===== src/rtl/instruction_sequencer.sv =====
// Multi-cycle LEGv8 control sequencer: fetches into an instruction register and steps decoder micro-states.
// Optional PREFETCH_EN overlaps the next fetch with the retiring step.
module instruction_sequencer #(
  parameter int unsigned COUNT_WIDTH = 16,
  parameter int unsigned MAX_STEPS   = 4
) (
  input  logic                   clock,
  input  logic                   reset,
  output logic                   memRequest,
  input  logic                   memValid,
  input  logic [31:0]            memData,
  output logic [31:0]            instruction,
  output logic [1:0]             state,
  input  logic [1:0]             nextState,
  input  logic                   stall,
  output logic                   execValid,
  output logic [COUNT_WIDTH-1:0] instrCount,
  output logic                   stepError
);

  typedef enum logic [1:0] {IDLE, FETCH, EXEC} phase_e;

  localparam logic [1:0] LAST_STEP = 2'(MAX_STEPS - 1);

  phase_e                 phase_q, phase_d;
  logic [31:0]            instr_q, instr_d;
  logic [1:0]             state_q, state_d;
  logic [1:0]             step_q, step_d;
  logic [COUNT_WIDTH-1:0] count_q, count_d;
  logic                   err_q, err_d;

  logic retire, abort, prefetch_hit;

  always_comb begin
    retire = (phase_q == EXEC) && !stall && (nextState == 2'd0);
    abort  = (phase_q == EXEC) && !stall && (nextState != 2'd0) && (step_q == LAST_STEP);
`ifdef PREFETCH_EN
    prefetch_hit = retire && memValid;
`else
    prefetch_hit = 1'b0;
`endif
  end

  always_ff @(posedge clock) begin
    if (reset) phase_q <= IDLE;
    else       phase_q <= phase_d;
  end

  always_comb begin
    phase_d = phase_q;
    case (phase_q)
      IDLE:    phase_d = FETCH;
      FETCH:   if (memValid) phase_d = EXEC;
      EXEC:    if ((retire && !prefetch_hit) || abort) phase_d = FETCH;
      default: phase_d = IDLE;
    endcase
  end

  always_comb begin
    execValid = (phase_q == EXEC);
`ifdef PREFETCH_EN
    memRequest = (phase_q == FETCH) || retire;
`else
    memRequest = (phase_q == FETCH);
`endif
  end

  always_comb begin
    instr_d = instr_q;
    state_d = state_q;
    step_d  = step_q;
    count_d = count_q;
    err_d   = err_q;
    if (phase_q == FETCH && memValid) begin
      instr_d = memData;
      state_d = 2'd0;
      step_d  = 2'd0;
    end else if (phase_q == EXEC && !stall) begin
      if (retire) begin
        count_d = count_q + COUNT_WIDTH'(1);
        state_d = 2'd0;
        if (prefetch_hit) begin
          instr_d = memData;
          step_d  = 2'd0;
        end
      end else if (abort) begin
        err_d   = 1'b1;
        state_d = 2'd0;
      end else begin
        state_d = nextState;
        step_d  = step_q + 2'd1;
      end
    end
  end

  always_ff @(posedge clock) begin
    if (reset) begin
      instr_q <= '0;
      state_q <= '0;
      step_q  <= '0;
      count_q <= '0;
      err_q   <= 1'b0;
    end else begin
      instr_q <= instr_d;
      state_q <= state_d;
      step_q  <= step_d;
      count_q <= count_d;
      err_q   <= err_d;
    end
  end

  assign instruction = instr_q;
  assign state       = state_q;
  assign instrCount  = count_q;
  assign stepError   = err_q;

endmodule


===== config.mk =====
export PLATFORM = sky130hd
export DESIGN_NAME = instruction_sequencer
export DESIGN_NICKNAME = d
export VERILOG_FILES = /design/src/rtl/instruction_sequencer.sv
export SDC_FILE = /design/constraint.sdc
export NUM_CORES = 1
export LEC_CHECK = 0
export ABC_AREA = 1
export CAP_MARGIN = 15
export CORE_UTILIZATION = 30
export DETAILED_ROUTE_END_ITERATION = 12
export PLACE_DENSITY = 0.63
export SLEW_MARGIN = 20
export SYNTH_ARGS = -nofsm -noshare
export SYNTH_HDL_FRONTEND = slang
export SYNTH_SLANG_ARGS = --single-unit

===== constraint.sdc =====
create_clock -name clock -period 2.2 [get_ports clock]
set_clock_uncertainty 0.15 [all_clocks]
set_input_delay 0.66 -clock clock [delete_from_list [all_inputs] [get_ports clock]]
set_output_delay 0.66 -clock clock [all_outputs]
set_load 0.01 [all_outputs]

==> impl_metrics.ini, run 1 <==
[status]
outcome = completed

[sta]
relSlewSlack_pct = 72.8
grt_setup_unrepaired = no
slew_violations = 0
post-route-period-util_pct = 97.2
setup_viol = 0
tightest_slew_ps = 408
hold_slack_ps = 314
finalHoldViolations = 0
finalWorstSetupSlack_ps = 61.4
max_freq_mhz = 468
period_needed_ps = 2140

[die]
start_util_pct = 31.4
num_io_pins = 91
die_w_um = 89.6
core_region_area_sq_mm = 0.00733
chipHeight_um = 89.6
die_area_sq_mm = 0.00803
row_count = 31

[global_routing]
grt_usage_pct = 15.3
antenna_found_initial = 0
grt_max_degree = 36
grt_overflow = 0
grt_pass1_vias = 2151
grt_pass1_wl_um = 9590

[placement]
port_buffers = 90
dp_hpwl_um = 4210
dp.cells = 493
gp_congestion = 0.759
place_ws_ps = -65.9

[clock_network]
numCtsBuffers = 5
cts_tree = yes
numClockSinks = 55
h-tree-depth = 2
insertion_delay_ps = 300
root_buffer = clkbuf_8
ctsLongestPathBuffers = 2
clk_pin_slew_worst_paths_ps = 100
post-cts-setup-buffers = 0
hold_buffers = 0

[pwr]
p_leak_nw = 1.22
ir_drop_mv = 0.323
powerDensity_mw_per_mm2 = 569

[routing]
ant_nets = 0
route.met3.wl_um = 530
wl_met2_um = 2720
avgViaCountPerCell = 4.59
first_iter_violations = 53
routedLengthMet1_um = 2620
via_count = 2298
wire_per_inst_um = 11.8
drt_drc_violations_left = 0
dr.max_layer_used = met4
routed_wl_um = 5910
drt_pass1_iterations = 4

[critical_path]
crit_arrival_ps = 1330
cp_cell_sequence = clkdlybuf4s50_1
crit_slowest_cell = clkdlybuf4s50_1
path_max_fanout = 6
cp.required_ps = 1390
crit_family = buffers and inverters
criticalPathCategory = reg2out
start_kind = register
end_kind = output port
cpPeakStageDelay_ps = 580
path_buf_inv = 1

[final_layout]
instances_no_fill = 501
seqCellArea_sq_mm = 0.00110
antenna-diode-count = 0
drive_gt1_share_pct = 8.71
syn2layout_area_growth_pct = 50.6
nets = 441
multi_input_area_sq_mm = 0.00107
fillers = 705

[hold_path]
hp-class = reg2reg

[synthesis]
syn_inst = 309
yosysWarningCount = 0
yosysSeqAreaShare_pct = 47.8
syn_avg_cell_area_sq_um = 7.45
syn_nets = 349
synthDistinctLibCells = 25
syn_area_sq_mm = 0.00230
ys_seq_elements = 55

[run]
cap_violations = 0
[synth_stat cells (all sizes together)]
cell	number	area [sq um]
nand3b	2	15.0
dfxtp	55	1100
nand3	45	225
a21oi	44	220
buf	9	46.3
nor2	35	179
o211ai	1	7.51
nor3b	1	12.5
o21bai	1	7.51
nand2	81	314
a31oi	1	6.26
inv	17	63.8
ha	2	25.0
o21ai	3	15.0
nand4	2	12.5
xnor2	1	8.76
clkbuf	7	26.3
xor2	2	17.5
[sequential cells by signal, summed over array words and instances, names as in the netlist]
register / flops
state: 2
instruction: 32
step_q: 2
phase_q: 2
stepError: 1
instrCount: 16
[stage by stage]
step | power [mW] | util (%) | TNS [ps] | area, sq um
5_1_grt | 2.07 | 47.3 | 0 | 3470
2_1_floorplan | 1.20 | - | 0 | 2300
3_3_place_gp | 1.38 | 45.9 | -37.8 | 3360
3_5_place_dp | 1.38 | 45.9 | -159 | 3360
4_1_cts | 2.01 | 47.3 | 0 | 3470
6_report | 1.97 | 47.3 | 0 | 3470
[repair_timing]
| item | 4_1_cts | 5_1_grt |
|---|---|---|
| pin swaps | 0 | 0 |
| endpoints found under the setup margin | 2 | 2 |
| resized for setup | 3 | 2 |
[worst min-delay path, stage by stage (launching register included)]
cell     delay (ps)
dfxtp_1         320
nand2_1          60
a21oi_1          50
[kinds of logic after synthesis]
| group | count (synthesis) | synth area share, % |
|---|---|---|
| adders and majority gates | 2 | 1.09 |
| buffers and inverters | 33 | 5.92 |
| xor gates and xnor gates | 3 | 1.14 |
| and+or+nand+nor | 166 | 32.9 |
| DFF | 55 | 47.8 |
| AOI/OAI and AO/OA | 50 | 11.1 |
[final cells by class]
cell class | count | share of cell area (%)
clock buffer | 7 | 2.78
clock inverter | 1 | 0.216
inverter | 17 | 1.84
multi-input combinational | 221 | 30.7
sequential | 55 | 31.9
tap | 99 | 3.57
timing repair buffer | 101 | 29.0
[worst paths after layout]
check	from	to	slack, ps	cells after the start
max	instrCount[8]	instrCount[8]	60	1
min	instruction[28]	instruction[28]	310	2
max reg2reg	phase_q[0]	state[1]	550	7
min reg2reg	instruction[28]	instruction[28]	310	2
[report_power, final]
part	total, mW	internal, mW	switching [mW]
logic	0.302	0.161	0.141
clock network	0.623	0.287	0.336
registers	1.05	1.03	0.0180
total	1.97	1.48	0.495
[per-layer routing]
metal | track usage (%) | vias to the layer above
li1 | - | 1190
met1 | 17.5 | 1034
met2 | 26.4 | 70
met3 | 6.49 | 4
met4 | 3.90 | 0
met5 | 0 | -
[cells in the final DEF, fill, tap and decap left out, types with 3 or more instances in the layout]
cell              n
nor2_4            5
a21oi_1          44
nor2_1           26
nand2_1          79
clkbuf_8          7
nor2_2            4
inv_1            16
dfxtp_1          52
o21ai_0           3
buf_4             9
dfxtp_2           3
nand3_1          45
clkdlybuf4s50_1  88
Note: power is estimated with default switching activity, not from simulation.
==> inputs of run 2 (changes only) <==
--- a/config.mk
+++ b/config.mk
@@ -12,2 +12,3 @@
 export PLACE_DENSITY = 0.63
+export REMOVE_ABC_BUFFERS = 1
 export SLEW_MARGIN = 20
==> constraint.sdc (replaced) <==
create_clock -name clock -period 2.1 [get_ports clock]
set_clock_uncertainty 0.15 [all_clocks]
set_input_delay 0.315 -clock clock [delete_from_list [all_inputs] [get_ports clock]]
set_output_delay 0.315 -clock clock [all_outputs]
set_load 0.01 [all_outputs]
==> impl_metrics.ini, run 2 (synthesis results as in run 1) <==
[final_layout]
syn2layout_area_growth_pct = 50.6
layout_common_cells = clkdlybuf4s50_1, nand2_1, dfxtp_1
seqCellArea_sq_mm = 0.00110
nets = 439
largest_register_ffs = 32
fillers = 749
drive_gt1_share_pct = 7.25
final_common_cell = clkdlybuf4s50_1
multi_input_area_sq_mm = 0.00107
finalCoreUtilization_pct = 47.3
instances_no_fill = 499
antenna-diode-count = 0

[sta]
tightest_slew_ps = 428
finalHoldViolations = 0
hold_slack_ps = 315
grt_setup_unrepaired = no
slew_violations = 0
relSlewSlack_pct = 71.2
post-route-period-util_pct = 93.1
max_freq_mhz = 511
period_needed_ps = 1960
setup_viol = 0

[global_routing]
grt_pass1_vias = 2128
grt_max_degree = 35
grt_overflow = 0
antenna_found_initial = 0
grt_pass1_wl_um = 9720
grt_usage_pct = 15.6

[status]
outcome = completed

[critical_path]
criticalPathCategory = reg2out
cp.required_ps = 1630
path_max_fanout = 4
crit_arrival_ps = 1490
start_kind = register
end_kind = output port

[die]
die_area_sq_mm = 0.00803
start_util_pct = 31.4
die_w_um = 89.6
row_count = 31
num_io_pins = 91
chipHeight_um = 89.6
core_region_area_sq_mm = 0.00733

[clock_network]
root_buffer = clkbuf_8
h-tree-depth = 2
insertion_delay_ps = 300
cts_tree = yes
numCtsBuffers = 5
clk_pin_slew_worst_paths_ps = 100
hold_buffers = 0
numClockSinks = 55
post-cts-setup-buffers = 0
ctsLongestPathBuffers = 2
post_cts_resized = 0

[pwr]
sw_frac_of_total_pct = 23.1
power_frac_seq_pct = 48.9
p_leak_nw = 1.22
powerDensity_mw_per_mm2 = 647
p_int_mw = 1.73
switchingPower_uw = 518
clock_power_share_pct = 36.9
ir_drop_mv = 0.326
combPwrFrac_pct = 14.2

[routing]
wire_per_inst_um = 12.0
avgViaCountPerCell = 4.61
via_count = 2299
ant_nets = 0
first_iter_violations = 71
drt_pass1_iterations = 4
drt_drc_violations_left = 0
routed_wl_um = 5970

[placement]
port_buffers = 90
dp.cells = 491
dp_hpwl_um = 4200
gp_congestion = 0.724

[hold_path]
hp-class = reg2reg

[run]
cap_violations = 0
-- run 2: changes by cell type in the layout (fill, tap and decap cells not counted), sizes merged --
cell,before,now
clkinvlp,1,0
clkdlybuf4s50,88,90
dlygate4sd2,2,0
clkbuf,7,6
buf,11,9
bufinv,0,2
-- run 2: path summary, 6_finish.rpt --
check,slack [ps],startpoint,cells past startpoint,endpoint
setup / recovery,140,phase_q[1],2,memRequest
hold / removal,310,instruction[13],2,instruction[13]
setup reg to reg,470,instrCount[1],9,instrCount[14]
hold reg to reg,310,instruction[13],2,instruction[13]
-- run 2: critical path, cell delays in order (launching register included) --
cell and delay [ps]:
dfxtp_1 350, nor2_2 240, clkdlybuf4s50_1 590
-- run 2: layer usage --
| layer | part of all wire, % | track usage (%) |
|---|---|---|
| met1 | 45 | 19.1 |
| met2 | 44 | 24.7 |
| met3 | 10 | 6.86 |
| met4 | 0.92 | 4.47 |
| met5 | 0 | 0 |
-- run 2: power by group through the flow --
stage | clock network (mW) | logic [mW] | registers (mW)
floorplan | 0 | 0.0952 | 1.14
global placement | 0 | 0.321 | 1.12
detailed placement | 0 | 0.322 | 1.12
CTS | 0.859 | 0.323 | 1.10
global route | 0.907 | 0.348 | 1.10
finish | 0.827 | 0.319 | 1.10
-- run 2: layout make-up --
cell class	count	area share, %
tap	99	3.57
multi-input combinational	221	30.7
clock inverter	2	1.73
clock buffer	6	2.09
inverter	17	1.84
timing repair buffer	99	28.3
sequential	55	31.7
-- run 2: stage by stage --
| step | total power, mW | TNS [ps] | area [sq um] | worst slack, ps |
|---|---|---|---|---|
| floorplan | 1.23 | -8100 | 2230 | -310 |
| global placement | 1.44 | 0 | 3340 | 222 |
| detailed placement | 1.44 | 0 | 3340 | 196 |
| CTS | 2.28 | 0 | 3470 | 93.9 |
| global route | 2.36 | 0 | 3470 | 43.1 |
| finish | 2.24 | 0 | 3470 | 145 |
==> inputs of run 3 (changes only) <==
- RECOVER_POWER: default -> 100
==> impl_metrics.ini, run 3 (synthesis results as in run 1) <==
[final_layout]
layout_common_cells = nand2_1, dfxtp_1, dlygate4sd3_1
nets = 439
syn2layout_area_growth_pct = 47.4
drive_gt1_share_pct = 4.50
largest_register_ffs = 32
final_common_cell = nand2_1
antenna-diode-count = 0

[clock_network]
ctsLongestPathBuffers = 2
root_buffer = clkbuf_8
insertion_delay_ps = 300
h-tree-depth = 2
cts_tree = yes
numCtsBuffers = 5
hold_buffers = 0
post-cts-setup-buffers = 0
clk_pin_slew_worst_paths_ps = 100
post_cts_resized = 0
numClockSinks = 55

[global_routing]
grt_util_met1_pct = 19.1
grt_overflow = 0
grt_max_degree = 35
grt_usage_pct = 15.6
use_met3_pct = 6.86
use_met2_pct = 24.7
grt_pass1_vias = 2128
antenna_found_initial = 0
grt_pass1_wl_um = 9720
grt-busiest-layer = met2

[die]
die_area_sq_mm = 0.00803
die_w_um = 89.6
chipHeight_um = 89.6
row_count = 31
core_region_area_sq_mm = 0.00733
start_util_pct = 31.4
num_io_pins = 91

[sta]
setup_viol = 0
finalWorstSetupSlack_ps = 139
finalHoldViolations = 0
final.setup.tns_ps = 0
max_freq_mhz = 510
relSlewSlack_pct = 52.1
hold_slack_ps = 312
period_needed_ps = 1960
tightest_slew_ps = 718
post-route-period-util_pct = 93.4
slew_violations = 0
grt_setup_unrepaired = no

[placement]
dp_hpwl_um = 4200
gp_congestion = 0.724
port_buffers = 90
place_ws_ps = 196

[pwr]
sw_frac_of_total_pct = 22.9
combPwrFrac_pct = 13.2
power_mw = 2.21
ir_drop_mv = 0.314
p_leak_nw = 1.35
switchingPower_uw = 506
p_int_mw = 1.70
powerDensity_mw_per_mm2 = 650
clock_power_share_pct = 37.2
power_frac_seq_pct = 49.6

[routing]
first_iter_violations = 81
wire_per_inst_um = 11.9
ant_nets = 0
via_count = 2282
drt_pass1_iterations = 4
drt_drc_violations_left = 0
avgViaCountPerCell = 4.57
routed_wl_um = 5940

[critical_path]
r2r_setup_slack_ps = 390
path_max_fanout = 3
criticalPathCategory = reg2out
crit_arrival_ps = 1500
cp.required_ps = 1630
end_kind = output port
start_kind = register

[hold_path]
hp-class = reg2reg

[status]
outcome = completed

[run]
cap_violations = 0
-- run 3: changes by cell type in the layout (fill, tap and decap cells not counted), moves of 2 or more --
cell,before,now
clkdlybuf4s50_1,90,37
dlygate4sd3_1,0,53
nor2_1,26,31
nor2_4,5,1
buf_4,8,4
clkbuf_1,1,5
nand2_1,79,81
-- run 3: worst paths after layout --
| check | start | endpoint | depth (start not counted) |
|---|---|---|---|
| min reg2reg | instruction[29] | instruction[29] | 2 |
| max | phase_q[1] | execValid | 3 |
| min | instruction[29] | instruction[29] | 2 |
| max reg2reg | instrCount[1] | instrCount[14] | 9 |
-- run 3: cell type report --
class                           instances  area, sq um
Clock buffer                            6         72.6
Clock inverter                          2         60.1
Fill cell                             763         3940
Inverter                               17         63.8
Multi-Input combinational cell        221         1020
Sequential cell                        55         1100
Tap cell                               99          124
Timing Repair Buffer                   99          951
-- run 3: critical path, cell delays in order (launching register included) --
cell	delay [ps]
dfxtp_1	380
nand2_1	120
inv_1	80
dlygate4sd3_1	610
-- run 3: metal layers --
metal,part of all wire [%],wire [um],vias up
met2,44,2610,71
li1,-,-,1183
met3,9.7,578,2
met4,0.51,30,0
met5,0,0,-
met1,46,2710,1026
-- run 3: power groups by stage --
stage                     registers (mW)  clock network (mW)  logic (mW)
after floorplan                     1.14                   0      0.0952
after global placement              1.12                   0       0.321
after detailed placement            1.12                   0       0.322
after CTS                           1.10               0.859       0.323
after global routing                1.10               0.907       0.322
final                               1.10               0.821       0.292
-- run 3: through the flow --
step	util, %	instance area (sq um)	cells
after global placement	45.5	3340	491
after global routing	46.3	3400	499
after floorplan	-	2230	293
final	46.3	3400	499
after CTS	47.3	3470	499
after detailed placement	45.5	3340	491
